--- src/rtl/ps2_pkg.sv ---
// Shared PS/2 receive definitions: FSM encodings, prefix bytes, key event layout.
package ps2_pkg;

  typedef logic [2:0] ps2_state_t;

  localparam ps2_state_t ST_WAIT_IDLE = 3'd0;
  localparam ps2_state_t ST_IDLE      = 3'd1;
  localparam ps2_state_t ST_DATA      = 3'd2;
  localparam ps2_state_t ST_PARITY    = 3'd3;
  localparam ps2_state_t ST_STOP      = 3'd4;

  localparam logic [7:0] PS2_EXT   = 8'hE0;
  localparam logic [7:0] PS2_BRK   = 8'hF0;
  localparam logic [7:0] KEY_SPACE = 8'h29;
  localparam logic [7:0] KEY_ESC   = 8'h76;

  localparam int EVT_W = 10;

  typedef struct packed {
    logic       ext;
    logic       brk;
    logic [7:0] code;
  } ps2_evt_t;

endpackage

--- src/rtl/ps2_event_fifo.sv ---
// First-word-fall-through event FIFO; a push into a full FIFO is accepted only when a pop happens in the same cycle.
module ps2_event_fifo #(
  parameter int WIDTH = 10,
  parameter int DEPTH = 4
) (
  input  logic             clk,
  input  logic             rst,
  input  logic             push,
  input  logic [WIDTH-1:0] din,
  input  logic             pop,
  output logic [WIDTH-1:0] dout,
  output logic             full,
  output logic             empty
);

  localparam int AW = (DEPTH > 1) ? $clog2(DEPTH) : 1;
  localparam int CW = AW + 1;

  logic [WIDTH-1:0] mem [DEPTH];
  logic [AW-1:0]    wr_ptr_reg, rd_ptr_reg;
  logic [CW-1:0]    count_reg;
  logic             do_push, do_pop;

  assign empty   = (count_reg == '0);
  assign full    = (count_reg == CW'(DEPTH));
  assign do_pop  = pop && !empty;
  assign do_push = push && (!full || do_pop);
  assign dout    = mem[rd_ptr_reg];

  always_ff @(posedge clk) begin
    if (do_push) mem[wr_ptr_reg] <= din;
  end

  // Pointers are power-of-two wide, so they wrap modulo DEPTH on their own.
  always_ff @(posedge clk) begin
    if (rst) begin
      wr_ptr_reg <= '0;
      rd_ptr_reg <= '0;
      count_reg  <= '0;
    end else begin
      if (do_push) wr_ptr_reg <= wr_ptr_reg + 1'b1;
      if (do_pop)  rd_ptr_reg <= rd_ptr_reg + 1'b1;
      if (do_push && !do_pop)      count_reg <= count_reg + 1'b1;
      else if (do_pop && !do_push) count_reg <= count_reg - 1'b1;
    end
  end

endmodule

--- src/rtl/ps2_key_event_ctrl.sv ---
// PS/2 receiver folding E0/F0 prefixes into key events buffered in a FWFT FIFO.
// Define PS2_TYPEMATIC_FILTER_EN to suppress repeated makes of the held key.
module ps2_key_event_ctrl
  import ps2_pkg::*;
#(
  parameter int TIMEOUT_CYCLES = 50000,
  parameter int IDLE_CYCLES    = 2500,
  parameter int FIFO_DEPTH     = 4
) (
  input  logic       clk,
  input  logic       rst,
  input  logic       ps2_clk,
  input  logic       ps2_data,
  output logic       evt_valid,
  input  logic       evt_ready,
  output logic [7:0] evt_code,
  output logic       evt_break,
  output logic       evt_ext,
  output logic       frame_err,
  output logic       overflow
);

  localparam int IW = $clog2(IDLE_CYCLES + 1);
  localparam int TW = $clog2(TIMEOUT_CYCLES + 1);

  logic [1:0]    clk_sync_reg, data_sync_reg;
  logic          clk_prev_reg, ps2_clk_s, ps2_data_s, fe;
  ps2_state_t    state_reg, state_next;
  logic [2:0]    bit_cnt_reg, bit_cnt_next;
  logic [7:0]    shift_reg, shift_next;
  logic [IW-1:0] idle_cnt_reg, idle_cnt_next;
  logic [TW-1:0] to_cnt_reg, to_cnt_next;
  logic          ext_reg, ext_next, brk_reg, brk_next;
  logic          err, push_req, frame_err_reg, overflow_reg, fifo_full, fifo_empty;
  ps2_evt_t      push_evt, head;
`ifdef PS2_TYPEMATIC_FILTER_EN
  logic [9:0]    hold_reg, hold_next;  // {ext, code, held}
`endif

  assign ps2_clk_s  = clk_sync_reg[1];
  assign ps2_data_s = data_sync_reg[1];
  assign fe         = clk_prev_reg && !ps2_clk_s;
  assign push_evt   = {ext_reg, brk_reg, shift_reg};

  always_comb begin
    state_next    = state_reg;
    bit_cnt_next  = bit_cnt_reg;
    shift_next    = shift_reg;
    idle_cnt_next = idle_cnt_reg;
    to_cnt_next   = to_cnt_reg;
    ext_next      = ext_reg;
    brk_next      = brk_reg;
    err           = 1'b0;
    push_req      = 1'b0;
`ifdef PS2_TYPEMATIC_FILTER_EN
    hold_next     = hold_reg;
`endif
    case (state_reg)
      ST_WAIT_IDLE: begin
        if (!ps2_clk_s) begin
          idle_cnt_next = '0;
        end else if (idle_cnt_reg >= IW'(IDLE_CYCLES - 1)) begin
          idle_cnt_next = '0;
          state_next    = ST_IDLE;
        end else begin
          idle_cnt_next = idle_cnt_reg + 1'b1;
        end
      end
      ST_IDLE: begin
        if (fe && !ps2_data_s) begin
          state_next   = ST_DATA;
          bit_cnt_next = '0;
          to_cnt_next  = '0;
        end
      end
      ST_DATA, ST_PARITY, ST_STOP: begin
        if (fe) begin
          to_cnt_next = '0;
          if (state_reg == ST_DATA) begin
            shift_next   = {ps2_data_s, shift_reg[7:1]};
            bit_cnt_next = bit_cnt_reg + 1'b1;
            if (bit_cnt_reg == 3'd7) state_next = ST_PARITY;
          end else if (state_reg == ST_PARITY) begin
            if (^{shift_reg, ps2_data_s}) state_next = ST_STOP;
            else                          err        = 1'b1;
          end else if (ps2_data_s) begin
            state_next = ST_IDLE;
            if (shift_reg == PS2_EXT) begin
              ext_next = 1'b1;
            end else if (shift_reg == PS2_BRK) begin
              brk_next = 1'b1;
            end else begin
              ext_next = 1'b0;
              brk_next = 1'b0;
              push_req = 1'b1;
`ifdef PS2_TYPEMATIC_FILTER_EN
              if (hold_reg[0] && hold_reg[9:1] == {ext_reg, shift_reg}) begin
                if (brk_reg) hold_next = '0;
                else         push_req  = 1'b0;
              end else if (!brk_reg) begin
                hold_next = {ext_reg, shift_reg, 1'b1};
              end
`endif
            end
          end else begin
            err = 1'b1;
          end
        // Registered error output lands TIMEOUT_CYCLES after the last edge.
        end else if (to_cnt_reg >= TW'(TIMEOUT_CYCLES - 2)) begin
          err = 1'b1;
        end else begin
          to_cnt_next = to_cnt_reg + 1'b1;
        end
      end
      default: state_next = ST_WAIT_IDLE;
    endcase
    if (err) begin
      state_next    = ST_WAIT_IDLE;
      bit_cnt_next  = '0;
      shift_next    = '0;
      idle_cnt_next = '0;
      to_cnt_next   = '0;
      ext_next      = 1'b0;
      brk_next      = 1'b0;
    end
  end

  always_ff @(posedge clk) begin
    if (rst) begin
      clk_sync_reg  <= 2'b11;
      data_sync_reg <= 2'b11;
      clk_prev_reg  <= 1'b1;
      state_reg     <= ST_WAIT_IDLE;
      bit_cnt_reg   <= '0;
      shift_reg     <= '0;
      idle_cnt_reg  <= '0;
      to_cnt_reg    <= '0;
      ext_reg       <= 1'b0;
      brk_reg       <= 1'b0;
      frame_err_reg <= 1'b0;
      overflow_reg  <= 1'b0;
    end else begin
      clk_sync_reg  <= {clk_sync_reg[0], ps2_clk};
      data_sync_reg <= {data_sync_reg[0], ps2_data};
      clk_prev_reg  <= ps2_clk_s;
      state_reg     <= state_next;
      bit_cnt_reg   <= bit_cnt_next;
      shift_reg     <= shift_next;
      idle_cnt_reg  <= idle_cnt_next;
      to_cnt_reg    <= to_cnt_next;
      ext_reg       <= ext_next;
      brk_reg       <= brk_next;
      frame_err_reg <= err;
      overflow_reg  <= push_req && fifo_full && !evt_ready;
    end
  end

`ifdef PS2_TYPEMATIC_FILTER_EN
  always_ff @(posedge clk) begin
    if (rst) hold_reg <= '0;
    else     hold_reg <= hold_next;
  end
`endif

  ps2_event_fifo #(
    .WIDTH (EVT_W),
    .DEPTH (FIFO_DEPTH)
  ) u_fifo (
    .clk   (clk),
    .rst   (rst),
    .push  (push_req),
    .din   (push_evt),
    .pop   (evt_ready),
    .dout  (head),
    .full  (fifo_full),
    .empty (fifo_empty)
  );

  assign evt_valid = !fifo_empty;
  assign evt_code  = evt_valid ? head.code : 8'h00;
  assign evt_break = evt_valid && head.brk;
  assign evt_ext   = evt_valid && head.ext;
  assign frame_err = frame_err_reg;
  assign overflow  = overflow_reg;

endmodule

--- config.mk ---
export PLATFORM = sky130hd
export DESIGN_NAME = ps2_key_event_ctrl
export DESIGN_NICKNAME = d
export VERILOG_FILES = /design/src/rtl/ps2_pkg.sv /design/src/rtl/ps2_event_fifo.sv /design/src/rtl/ps2_key_event_ctrl.sv
export SDC_FILE = /design/constraint.sdc
export NUM_CORES = 1
export LEC_CHECK = 0
export ABC_AREA = 1
export BUFFER_PORTS_ARGS = -buffer_cell sky130_fd_sc_hd__buf_2
export CORE_MARGIN = 4
export CORE_UTILIZATION = 35
export CTS_CLUSTER_SIZE = 30
export DETAILED_ROUTE_END_ITERATION = 12
export PLACE_DENSITY = 0.55
export SYNTH_ARGS = -nofsm -noshare
export SYNTH_HDL_FRONTEND = slang
export SYNTH_SLANG_ARGS = --single-unit
--- constraint.sdc ---
create_clock -name clk -period 3.45 [get_ports clk]
set_input_delay 0.345 -clock clk [delete_from_list [all_inputs] [get_ports clk]]
set_output_delay 0.345 -clock clk [all_outputs]
set_load 0.1 [all_outputs]
After elaboration in Yosys (flattened, before gate mapping) --
Memories as Yosys holds them, arrays and structs flattened. A register that Yosys moved wholly into a read port is not among the register bits. Cells that the tools add are included.
Word-level totals: register bits after elaboration 58, RAM bits 40, word-level logic and storage cells 121, memories kept 1
Cells by class: add/subtract/negate cells 7, magnitude comparators 2, equal/unequal tests 18, multiplexer cells 44, bitwise gates (word level) 3, reduce and logical (&&, ||, !) cells 31
Memory list:
- u_fifo.mem | words 4, width 10, read ports 1, clocked after Yosys merged registers in 1, write ports 1, RTL line ps2_event_fifo.sv:19 | logic [WIDTH-1:0] mem [DEPTH];
Operators with widths (number):
- 2-to-1 mux 16 bit | 3
- 2-to-1 mux 3 bit | 14
- one-hot mux 16 bit (2 select lines) | 1
- 2-to-1 mux 12 bit | 2
- 2-to-1 mux 1 bit | 19
- adder 16 x 1 -> 16 bit, second input constant | 1
- equality test 8 bit, second input constant | 2
- greater-or-equal comparator 16 bit, second input constant | 1
- adder 12 x 1 -> 12 bit, second input constant | 1
- greater-or-equal comparator 12 bit, second input constant | 1
- inequality test 2 bit, second input constant | 6
- AND reduction 6 bit | 2
- logical AND 1 bit | 10
- equality test 3 bit, second input constant | 3
- one-hot mux 3 bit (3 select lines) | 1
- XOR reduction 9 bit | 1
- 2-to-1 mux 8 bit | 1
- inequality test 4 bit, second input constant | 2
- zero test 1 bit | 7
- AND reduction 7 bit | 1
- adder 3 x 1 -> 3 bit, second input constant | 2
- equality test 3 x 2 -> 1 bit, second input constant | 2
- zero test 3 bit | 2
- inequality test 3 bit, second input constant | 2
- other kinds (12) | 18

Logic depth before layout (Yosys ltp) --
Gate-level depths: netlist of run 1.
word-level depth 13, depth in mapped cells 16

Modules after synthesis --
Synthesis of run 1 repeated with hierarchy kept, for this count alone.
Second synthesis, totals: cells, all modules 669, area total of the unflattened synthesis 5048.6 sq um
By module, submodules not included:
- ps2_key_event_ctrl | times used 1, cells each 500, area each 3046.7 sq um, sequential area each 1021.0 sq um
- ps2_event_fifo | times used 1, cells each 169, area each 2001.9 sq um, sequential area each 1381.3 sq um

Worst setup path after synthesis of run 1 --
OpenSTA, ideal clock, no wires.
path type reg-to-output, from register u_fifo.count_reg[0], to output evt_break, arrival 2.930 ns, required time 3.105 ns, slack 0.175 ns, cell stages (with the launch flop) 6, path buffers 1, cell sequence dfxtp_1 > nor2_1 > nand2_1 > inv_1 > clkbuf_1 > a21oi_1
On the way: longest elaborated chain between the ends 3
Ends and longest elaborated chain:
- from (decl) | RTL line ps2_event_fifo.sv:21 | logic [CW-1:0] count_reg;
- from (signal assigned) | RTL line ps2_event_fifo.sv:43 | if (do_push && !do_pop) count_reg <= count_reg + 1'b1;
- from (signal assigned) | RTL line ps2_event_fifo.sv:44 | else if (do_pop && !do_push) count_reg <= count_reg - 1'b1;
- zero test 3 bit | RTL line ps2_event_fifo.sv:24 | assign empty = (count_reg == '0);
- zero test 1 bit | RTL line ps2_key_event_ctrl.sv:179 | assign evt_valid = !fifo_empty;
- net evt_valid | RTL line ps2_key_event_ctrl.sv:14 | output logic evt_valid,
- logical AND 1 bit | RTL line ps2_key_event_ctrl.sv:181 | assign evt_break = evt_valid && head.brk;
- to (decl) | RTL line ps2_key_event_ctrl.sv:17 | output logic evt_break,
The timed path passes the listed nets, and every way through them passes these cells.

==> results_dict.tcl, run 1 <==
set metrics [dict create \
    status "finished clean" \
    layout-area-overhead-vs-synth_pct 11.3 \
    cts_root_buffer "clkbuf_16" \
    yosysUniqueCellTypes 36 \
    dp_hpwl_um 6720 \
    ant_nets 0 \
    cp_max_fo 11 \
    maxCapViolations 0 \
    yosys.area.top_type "dfxtp_1" \
    switching_share_pct 32.9 \
    syn_area_mm2 0.00499 \
    finClkSkew_ns 0.00663 \
    clockBufferDepth 2 \
    p_switching_uw 943 \
    track_usage_pct 13.2 \
    startpoint_type "flop" \
    cts_tree "built" \
    yosys-top-cells-area "dfxtp_1 24%, edfxtp_1 24%, nand2_1 9.5%, nor2_1 8.4%, inv_1 6.5%" \
    diodes 0 \
    dp_cells 832 \
    finalSetupViolCount 0 \
    grt_setup_unrepaired "no" \
    fillers 1426 \
    cp_slowest_cell "dfxtp_1" \
    ys_ff_latch 100 \
    max_freq_ghz 0.371 \
    required_ns 3.11 \
    cp.arrival_ns 2.35 \
    ys_seq_area_share_pct 48.2 \
    cts_resized 0 \
    wl_um 9840 \
    clk_pin_slew_worst_paths_ns 0.07 \
    min_period_ns 2.70 \
    fin_tns_setup_ns 0 \
    wire_per_inst_um 11.6 \
    yosysTopAreaCellShare_pct 24.1 \
    clock-sinks 100 \
    dieHeight_um 127 \
    layout.nets 679 \
    syn_avg_cell_area_um2 7.75 \
    whs_path_depth 2 \
    cts_htree_levels 3 \
    critical_path_depth 5 \
    seq_power_share_pct 44.6 \
    chipWidth_um 127 \
    syn_inst 644 \
    leakagePower_uw 0.00220 \
    combPwrFrac_pct 19.5 \
    critPathTopFamily "buffers and inverters" \
    path_cells "clkinv_1 -> nor2_1 -> o21ai_0 -> a21oi_1 -> buf_2" \
    io_buffer_count 17 \
    drt_iter0_drc 206 \
    drv_slew 0 \
    slew_headroom_pct 56.7 \
    cts_setup_buffers 0 \
    peakVddDrop_v 0.000198 \
    syn_nets 660 \
    routed-via-count 3865 \
    largest_register_ffs 40 \
    clkPwrFrac_pct 35.8 \
    timing.final.crit_share_pct 78.2 \
    end_kind "output pin" \
    clk_latency_ns 0.35 \
    initial_core_util_pct 35.8 \
    path_buf_inv 2 \
    worst_pin_slew_ns 0.650 \
    grt_pass1_vias 3705 \
    layoutNonFillerInstCount 848 \
    hp-class "in -> reg" \
    first_pass_iters 4 \
    hold_viol 0 \
    via_per_inst 4.56 \
    gp_congestion 0.800 \
    grt_pass1_wl_um 17200 \
    ctsHoldBuffers 0 \
    path_class "reg -> out" \
    antenna_found_initial 0 \
    drcViolationCount 0 \
    grt_max_degree 45 \
    die-area_mm2 0.0162 \
    drive_gt1_share_pct 12.0 \
    yosys_warnings 0 \
    internal_power_uw 1930 \
    worstRegToRegCells 16 \
    core_mm2 0.0139 \
    gr-total-overflow 0 \
    slowest_delay_ns 0.62 \
    p_per_area_mw_per_mm2 517 \
    io-pin-count 18 \
    floorplan.rows 43 \
    numCtsBuffers 9 \
]
==> logic make-up after synthesis <==
| logic type | Yosys count | share of synthesized area [%] |
|---|---|---|
| xor gates and xnor gates | 14 | 2.46 |
| muxes | 1 | 0.201 |
| buffers and inverters | 105 | 8.73 |
| DFF | 100 | 48.2 |
| and+or+nand+nor | 327 | 28.5 |
| adders and majority gates | 11 | 2.91 |
| AOI/OAI and AO/OA | 86 | 9.05 |
==> path summary, 6_finish.rpt <==
path,start,endpoint,slack (ns)
worst max-delay path,flop,evt_code[1],0.75
worst min-delay path,ps2_clk,clk_sync_reg[0]$_SDFF_PP1_,0.17
worst max register to register,clk_sync_reg[1]$_SDFF_PP1_,u_fifo.count_reg[2]$_SDFFE_PP0P_,0.78
worst min register to register,data_sync_reg[0]$_SDFF_PP1_,data_sync_reg[1]$_SDFF_PP1_,0.43
==> area by class of cell <==
type	count	area (um2)	area share [%]
clock buffers	9	225	4.06
clock inverters	7	80.1	1.44
inverters	90	338	6.09
multi-input cells	439	2150	38.7
flip-flops and latches	100	2400	43.3
well taps	180	225	4.06
repair buffers	23	130	2.34
==> power groups by stage <==
stage          combinational, uW  sequential (uW)  clock [uW]
6_report                     560             1280        1030
5_1_grt                      610             1280        1110
4_1_cts                      563             1280        1070
3_5_place_dp                 562             1310           0
3_3_place_gp                 555             1310           0
2_1_floorplan                482             1290           0
==> layout by cell type (no fill, tap or decap), types with 2 or more instances in the layout <==
master	synthesis	layout
nand2_1	126	126
nor2_1	112	112
inv_1	86	86
dfxtp_1	60	60
o21ai_0	49	49
edfxtp_1	40	40
nand3_1	31	31
nor2_2	26	26
a21oi_1	25	25
buf_2	3	17
nor3_1	11	11
ha_1	10	10
xor2_1	9	9
clkbuf_16	0	9
nand4_1	6	6
buf_4	0	6
xnor2_1	5	5
or2_2	4	4
inv_2	3	3
a31oi_1	3	3
o22ai_1	3	3
nor4_1	2	2
nand2_2	2	2
nand2_4	2	2
nand3_2	2	2
a22oi_1	2	2
inv_6	0	2
==> routing by layer <==
layer  up-vias  track usage, %  wire length, um
li1       2087               -                -
met5         -               0                0
met1      1722            16.1             4600
met4         0            4.23              112
met2        45            22.4             4750
met3        11            3.85              374
==> Yosys cell counts <==
library cell / number
nand2_1: 126
nor2_1: 112
inv_1: 86
dfxtp_1: 60
o21ai_0: 49
edfxtp_1: 40
nand3_1: 31
nor2_2: 26
a21oi_1: 25
nor3_1: 11
ha_1: 10
xor2_1: 9
clkbuf_1: 7
nand4_1: 6
buf_6: 5
xnor2_1: 5
or2_2: 4
a31oi_1: 3
buf_2: 3
inv_2: 3
o22ai_1: 3
a22oi_1: 2
nand2_2: 2
nand2_4: 2
nand3_2: 2
nor4_1: 2
clkinv_1: 1
fa_1: 1
mux2i_1: 1
nand3b_1: 1
nor3_2: 1
nor3b_1: 1
o211ai_1: 1
o21a_1: 1
o21ai_1: 1
o21ai_2: 1
==> through the flow <==
step	util, %	setup WS [ns]	hold slack, ns	area (um2)	power [uW]
floorplan	-	0.175	0.389	4990	1770
CTS	39.8	0.677	0.161	5550	2910
detailed placement	37.6	0.764	0.415	5250	1870
global route	39.8	0.365	0.170	5550	3010
global placement	37.6	0.828	0.410	5250	1860
finish	39.8	0.752	0.175	5550	2870
(Power assumes the default switching activity.)
==> run 2, diff against run 1 <==
Settings changed: PLACE_DENSITY 0.55 to 0.57.
Clock period 3.45 ns to 2.2 ns, I/O delays scaled along.
==> run 2 against run 1 <==
  * Sequential cell count did not move
  * Power is 63% higher
  * Clock skew is 0.0027 ns higher
  * Sequential share of layout area fell by 3.0 points
  * Global-route usage rose by 0.090 points
  * Setup slack worse by 0.69 ns
  * First-iteration DRC count increased by 6.3%
  * Clock-buffer cell count increased by 2
  * Sequential power grew 55%
  * Critical path depth increased by 11
  * Cell area rose by 7.5%
  * Register-to-register slack worse by 0.72 ns
  * Critical path type is now reg -> reg
  * Critical endpoint is now u_fifo.count_reg[2]$_SDFFE_PP0P_
  * Largest power group unchanged
==> results_dict.tcl, run 2 (synthesis gave the netlist of run 1 again) <==
set metrics [dict create \
    gp_congestion 0.877 \
    final_common_cell "nand2_1" \
    io_buffer_count 17 \
    cts_htree_levels 3 \
    first_pass_iters 5 \
    wire_per_inst_um 11.7 \
    drt_iter0_drc 219 \
    switching_share_pct 34.2 \
    via_per_inst 4.64 \
    floorplan.rows 43 \
    grt_pass1_wl_um 17500 \
    p_switching_uw 1600 \
    min_period_ns 2.14 \
    clkPwrFrac_pct 33.1 \
    clk_pin_slew_worst_paths_ns 0.07 \
    dieHeight_um 127 \
    fin_tns_setup_ns 0 \
    drv_slew 0 \
    drcViolationCount 0 \
    wl_um 10200 \
    layout-area-overhead-vs-synth_pct 19.6 \
    hp-class "in -> reg" \
    dp_hpwl_um 7310 \
    die-area_mm2 0.0162 \
    reg2reg_slack_ns 0.06 \
    largest_register_ffs 40 \
    layout.nets 707 \
    ant_nets 0 \
    required_ns 2.44 \
    cts_tree "built" \
    diodes 0 \
    maxCapViolations 0 \
    peakVddDrop_v 0.000328 \
    dp_cells 858 \
    numCtsBuffers 9 \
    clk_latency_ns 0.35 \
    p_per_area_mw_per_mm2 783 \
    p_total_uw 4670 \
    status "finished clean" \
    timing.final.crit_share_pct 97.4 \
    startpoint_type "flop" \
    hold_viol 0 \
    layout_common_cells "123 x nand2_1, 108 x nor2_1, 82 x inv_1" \
    leakagePower_uw 0.00234 \
    grt_setup_unrepaired "yes" \
    routed-via-count 4067 \
    cp_max_fo 3 \
    cp.arrival_ns 2.38 \
    clockBufferDepth 2 \
    grt_pass1_vias 3780 \
    worst_pin_slew_ns 0.485 \
    final_util_pct 42.8 \
    initial_core_util_pct 35.8 \
    seq_power_share_pct 42.6 \
    slew_headroom_pct 67.9 \
    io-pin-count 18 \
    chipWidth_um 127 \
    internal_power_uw 3080 \
    cts_root_buffer "clkbuf_16" \
    path_class "reg -> reg" \
    combPwrFrac_pct 24.2 \
    end_kind "flop" \
    grt_max_degree 21 \
    ctsHoldBuffers 0 \
    core_mm2 0.0139 \
    layoutNonFillerInstCount 876 \
    track_usage_pct 13.3 \
    antenna_found_initial 0 \
    drive_gt1_share_pct 19.4 \
    finalSetupViolCount 0 \
    finClkSkew_ns 0.00936 \
    clock-sinks 100 \
    max_freq_ghz 0.467 \
    gr-total-overflow 0 \
]
[run 2: cell count changes in the layout (fill, tap and decap cells not counted), moves of 4 or more]
| cell | before | now |
|---|---|---|
| buf_4 | 6 | 34 |
| a21oi_1 | 25 | 14 |
| a21oi_4 | 0 | 10 |
| buf_2 | 17 | 7 |
| clkbuf_4 | 0 | 9 |
| inv_1 | 86 | 82 |
| nor2_1 | 112 | 108 |
| nor2_2 | 26 | 30 |
[run 2: metal layers]
layer / track usage, % / part of all wire [%] / vias up
li1: - / - / 2150
met1: 17.0 / 47 / 1857
met2: 22.0 / 48 / 44
met3: 2.42 / 2.6 / 16
met4: 5.74 / 2.1 / 0
met5: 0 / 0 / -
[run 2: worst paths after layout]
path / from / depth (start not counted) / endpoint
worst max-delay path: state_reg[0]$_SDFFE_PP0P_ / 16 / u_fifo.count_reg[2]$_SDFFE_PP0P_
worst min-delay path: ps2_data / 2 / data_sync_reg[0]$_SDFF_PP1_
worst max register to register: state_reg[0]$_SDFFE_PP0P_ / 16 / u_fifo.count_reg[2]$_SDFFE_PP0P_
worst min register to register: data_sync_reg[0]$_SDFF_PP1_ / 1 / data_sync_reg[1]$_SDFF_PP1_
[run 2: critical path: stages (launching register included)]
cell     delay (ns)
dfxtp_2        0.33
nor2_2         0.11
nand2_1        0.08
nor3_2         0.10
inv_1          0.07
nor2_2         0.13
inv_1          0.06
nor2_2         0.13
nand2_2        0.07
inv_2          0.06
ha_4           0.12
inv_2          0.05
fa_2           0.34
a21oi_2        0.13
o21ai_1        0.08
o21ai_1        0.14
a21oi_1        0.05
[run 2: power by group through the flow]
stage                     clock network, uW  logic, uW  registers, uW
after floorplan                           0        924           2020
after global placement                    0       1090           2030
after detailed placement                  0       1100           2030
after CTS                              1600       1110           1990
after global routing                   1700       1220           2000
final                                  1550       1130           1990
[run 2: final cells by class]
cell class	count	area [um2]
fillers	1395	7970
flip-flops and latches	100	2400
multi-input cells	439	2320
repair buffers	51	378
inverters	90	345
clock buffers	11	254
well taps	180	225
clock inverters	5	41.3
[run 2: per-stage QoR]
| step | worst slack (ns) | hold slack [ns] | cell area [um2] |
|---|---|---|---|
| 6_report | 0.0580 | 0.0546 | 5970 |
| 5_1_grt | -0.155 | 0.0545 | 5970 |
| 4_1_cts | 0.0126 | 0.0456 | 5900 |
| 3_5_place_dp | -0.00545 | 0.405 | 5590 |
| 3_3_place_gp | 0.0255 | 0.407 | 5590 |
| 2_1_floorplan | 0.000165 | 0.292 | 5130 |
[run 2: what timing repair did]
action,CTS,global route
resized for setup,2,19
buffers inserted,0,2
setup endpoints to repair,4,11
pin swaps,1,7
==> run 3, diff against run 2 <==
Settings changed: CORE_ASPECT_RATIO set to 1.1, SLEW_MARGIN set to 20.
==> run 3 against run 2 <==
  * Core utilization grew 0.66 points
  * Largest cell class unchanged
  * Clock skew grew 0.0028 ns
  * Register-to-register slack lost 0.02 ns
==> results_dict.tcl, run 3 (synthesis gave the netlist of run 1 again) <==
set metrics [dict create \
    cts_tree "built" \
    end_kind "flop" \
    finClkSkew_ns 0.0121 \
    layout_common_cells "121 x nand2_1, 109 x nor2_1, 82 x inv_1" \
    gp_congestion 0.808 \
    grt_max_degree 24 \
    layout.nets 714 \
    first_pass_iters 4 \
    clk_latency_ns 0.35 \
    io_buffer_count 17 \
    leakagePower_uw 0.00237 \
    timing.final.crit_share_pct 98.4 \
    dp_hpwl_um 7330 \
    worst_pin_slew_ns 0.485 \
    dieHeight_um 133 \
    die-area_mm2 0.0162 \
    critical_path_depth 16 \
    status "finished clean" \
    gr-total-overflow 0 \
    reg2reg_slack_ns 0.03 \
    finalSetupViolCount 0 \
    pre_cts_slack_ns -0.0449 \
    cp_slowest_cell "fa_2" \
    clockBufferDepth 2 \
    hold_viol 0 \
    whs_path_depth 2 \
    slew_headroom_pct 67.9 \
    peakVddDrop_v 0.000290 \
    path_cells "nor2_4 -> nand2_2 -> nor3_2 -> inv_1 -> nor2_2 -> inv_1 -> nor2_2 -> nand2_2 -> inv_2 -> ha_4 -> inv_4 -> fa_2 -> a21oi_2 -> o21ai_2 -> o21ai_1 -> a21oi_1" \
    ant_nets 0 \
    diodes 0 \
    slowest_delay_ns 0.36 \
    drive_gt1_share_pct 21.1 \
    initial_core_util_pct 35.9 \
    max_freq_ghz 0.462 \
    ctsHoldBuffers 0 \
    path_buf_inv 4 \
    critPathTopFamily "simple AND/OR/NAND/NOR gates" \
    wl_um 10400 \
    routed-via-count 4096 \
    dpl_cell_area_mm2 0.00560 \
    grt_setup_unrepaired "yes" \
    grt_pass1_wl_um 17800 \
    drt_iter0_drc 252 \
    io-pin-count 18 \
    core_mm2 0.0139 \
    min_period_ns 2.17 \
    worstRegToRegCells 16 \
    floorplan.rows 45 \
    wire_per_inst_um 11.7 \
    drcViolationCount 0 \
    clock-sinks 100 \
    clk_pin_slew_worst_paths_ns 0.07 \
    required_ns 2.43 \
    track_usage_pct 13.3 \
    chipWidth_um 122 \
    fillers 1423 \
    cp.arrival_ns 2.40 \
    layout_setup_ws_ns 0.0345 \
    final_area_mm2 0.00605 \
    cts_htree_levels 3 \
    startpoint_type "flop" \
    numCtsBuffers 9 \
    maxCapViolations 0 \
    cp_max_fo 2 \
    via_per_inst 4.60 \
    p_per_area_mw_per_mm2 766 \
    layout-area-overhead-vs-synth_pct 21.2 \
    hp-class "in -> reg" \
    largest_register_ffs 40 \
    final_common_cell "nand2_1" \
    path_class "reg -> reg" \
    antenna_found_initial 0 \
    drv_slew 0 \
    cts_root_buffer "clkbuf_16" \
    grt_pass1_vias 4032 \
]
-- run 3: routing by layer --
metal	vias up	GRT usage, %	part of all wire [%]
met4	0	6.10	2.2
met3	13	2.38	2.5
met5	-	0	0
li1	2158	-	-
met1	1883	14.9	44
met2	42	24.2	52
-- run 3: cell type report --
type | count | area, um2 | share of cell area [%]
Timing Repair inverter | 1 | 7.51 | 0.124
Sequential cell | 100 | 2410 | 39.8
Inverter | 90 | 347 | 5.73
Multi-Input combinational cell | 439 | 2340 | 38.7
Clock inverter | 6 | 45.0 | 0.745
Timing Repair Buffer | 57 | 435 | 7.20
Tap cell | 188 | 235 | 3.89
Clock buffer | 10 | 229 | 3.79
-- run 3: path summary, 6_finish.rpt --
kind	startpoint	end
worst max-delay path	state_reg[1]$_SDFFE_PP0P_	u_fifo.count_reg[2]$_SDFFE_PP0P_
worst min-delay path	ps2_data	data_sync_reg[0]$_SDFF_PP1_
worst max register to register	state_reg[1]$_SDFFE_PP0P_	u_fifo.count_reg[2]$_SDFFE_PP0P_
worst min register to register	data_sync_reg[0]$_SDFF_PP1_	data_sync_reg[1]$_SDFF_PP1_
-- run 3: worst reg2reg max path, stage by stage (launching register included) --
cell,delay (ns)
dfxtp_2,0.34
nor2_4,0.11
nand2_2,0.07
nor3_2,0.11
inv_1,0.08
nor2_2,0.12
inv_1,0.05
nor2_2,0.13
nand2_2,0.07
inv_2,0.07
ha_4,0.14
inv_4,0.03
fa_2,0.36
a21oi_2,0.14
o21ai_2,0.07
o21ai_1,0.12
a21oi_1,0.05
-- run 3: where the power goes --
part	leakage [uW]	total [uW]	switching, uW	internal, uW
registers	0.000952	2010	50.9	1960
clock network	0.000134	1480	697	778
logic	0.00128	1150	866	282
-- run 3: what timing repair did --
action,in CTS,in global routing
resized for setup,11,20
pin swaps,2,11
gates cloned,0,1
endpoints found under the setup margin,11,43
setup buffers,5,5
-- run 3: metrics by stage --
stage                     hold slack, ns  TNS (ns)  instances  util, %  power [uW]
after floorplan                    0.292         0        644        -        2950
after global placement             0.408         0        864     40.3        3120
after detailed placement           0.407   -0.0449        864     40.3        3130
after CTS                         0.0405   -0.0248        885     42.7        4640
after global routing              0.0466     -1.04        891     43.5        4850
final                             0.0555         0        891     43.5        4630
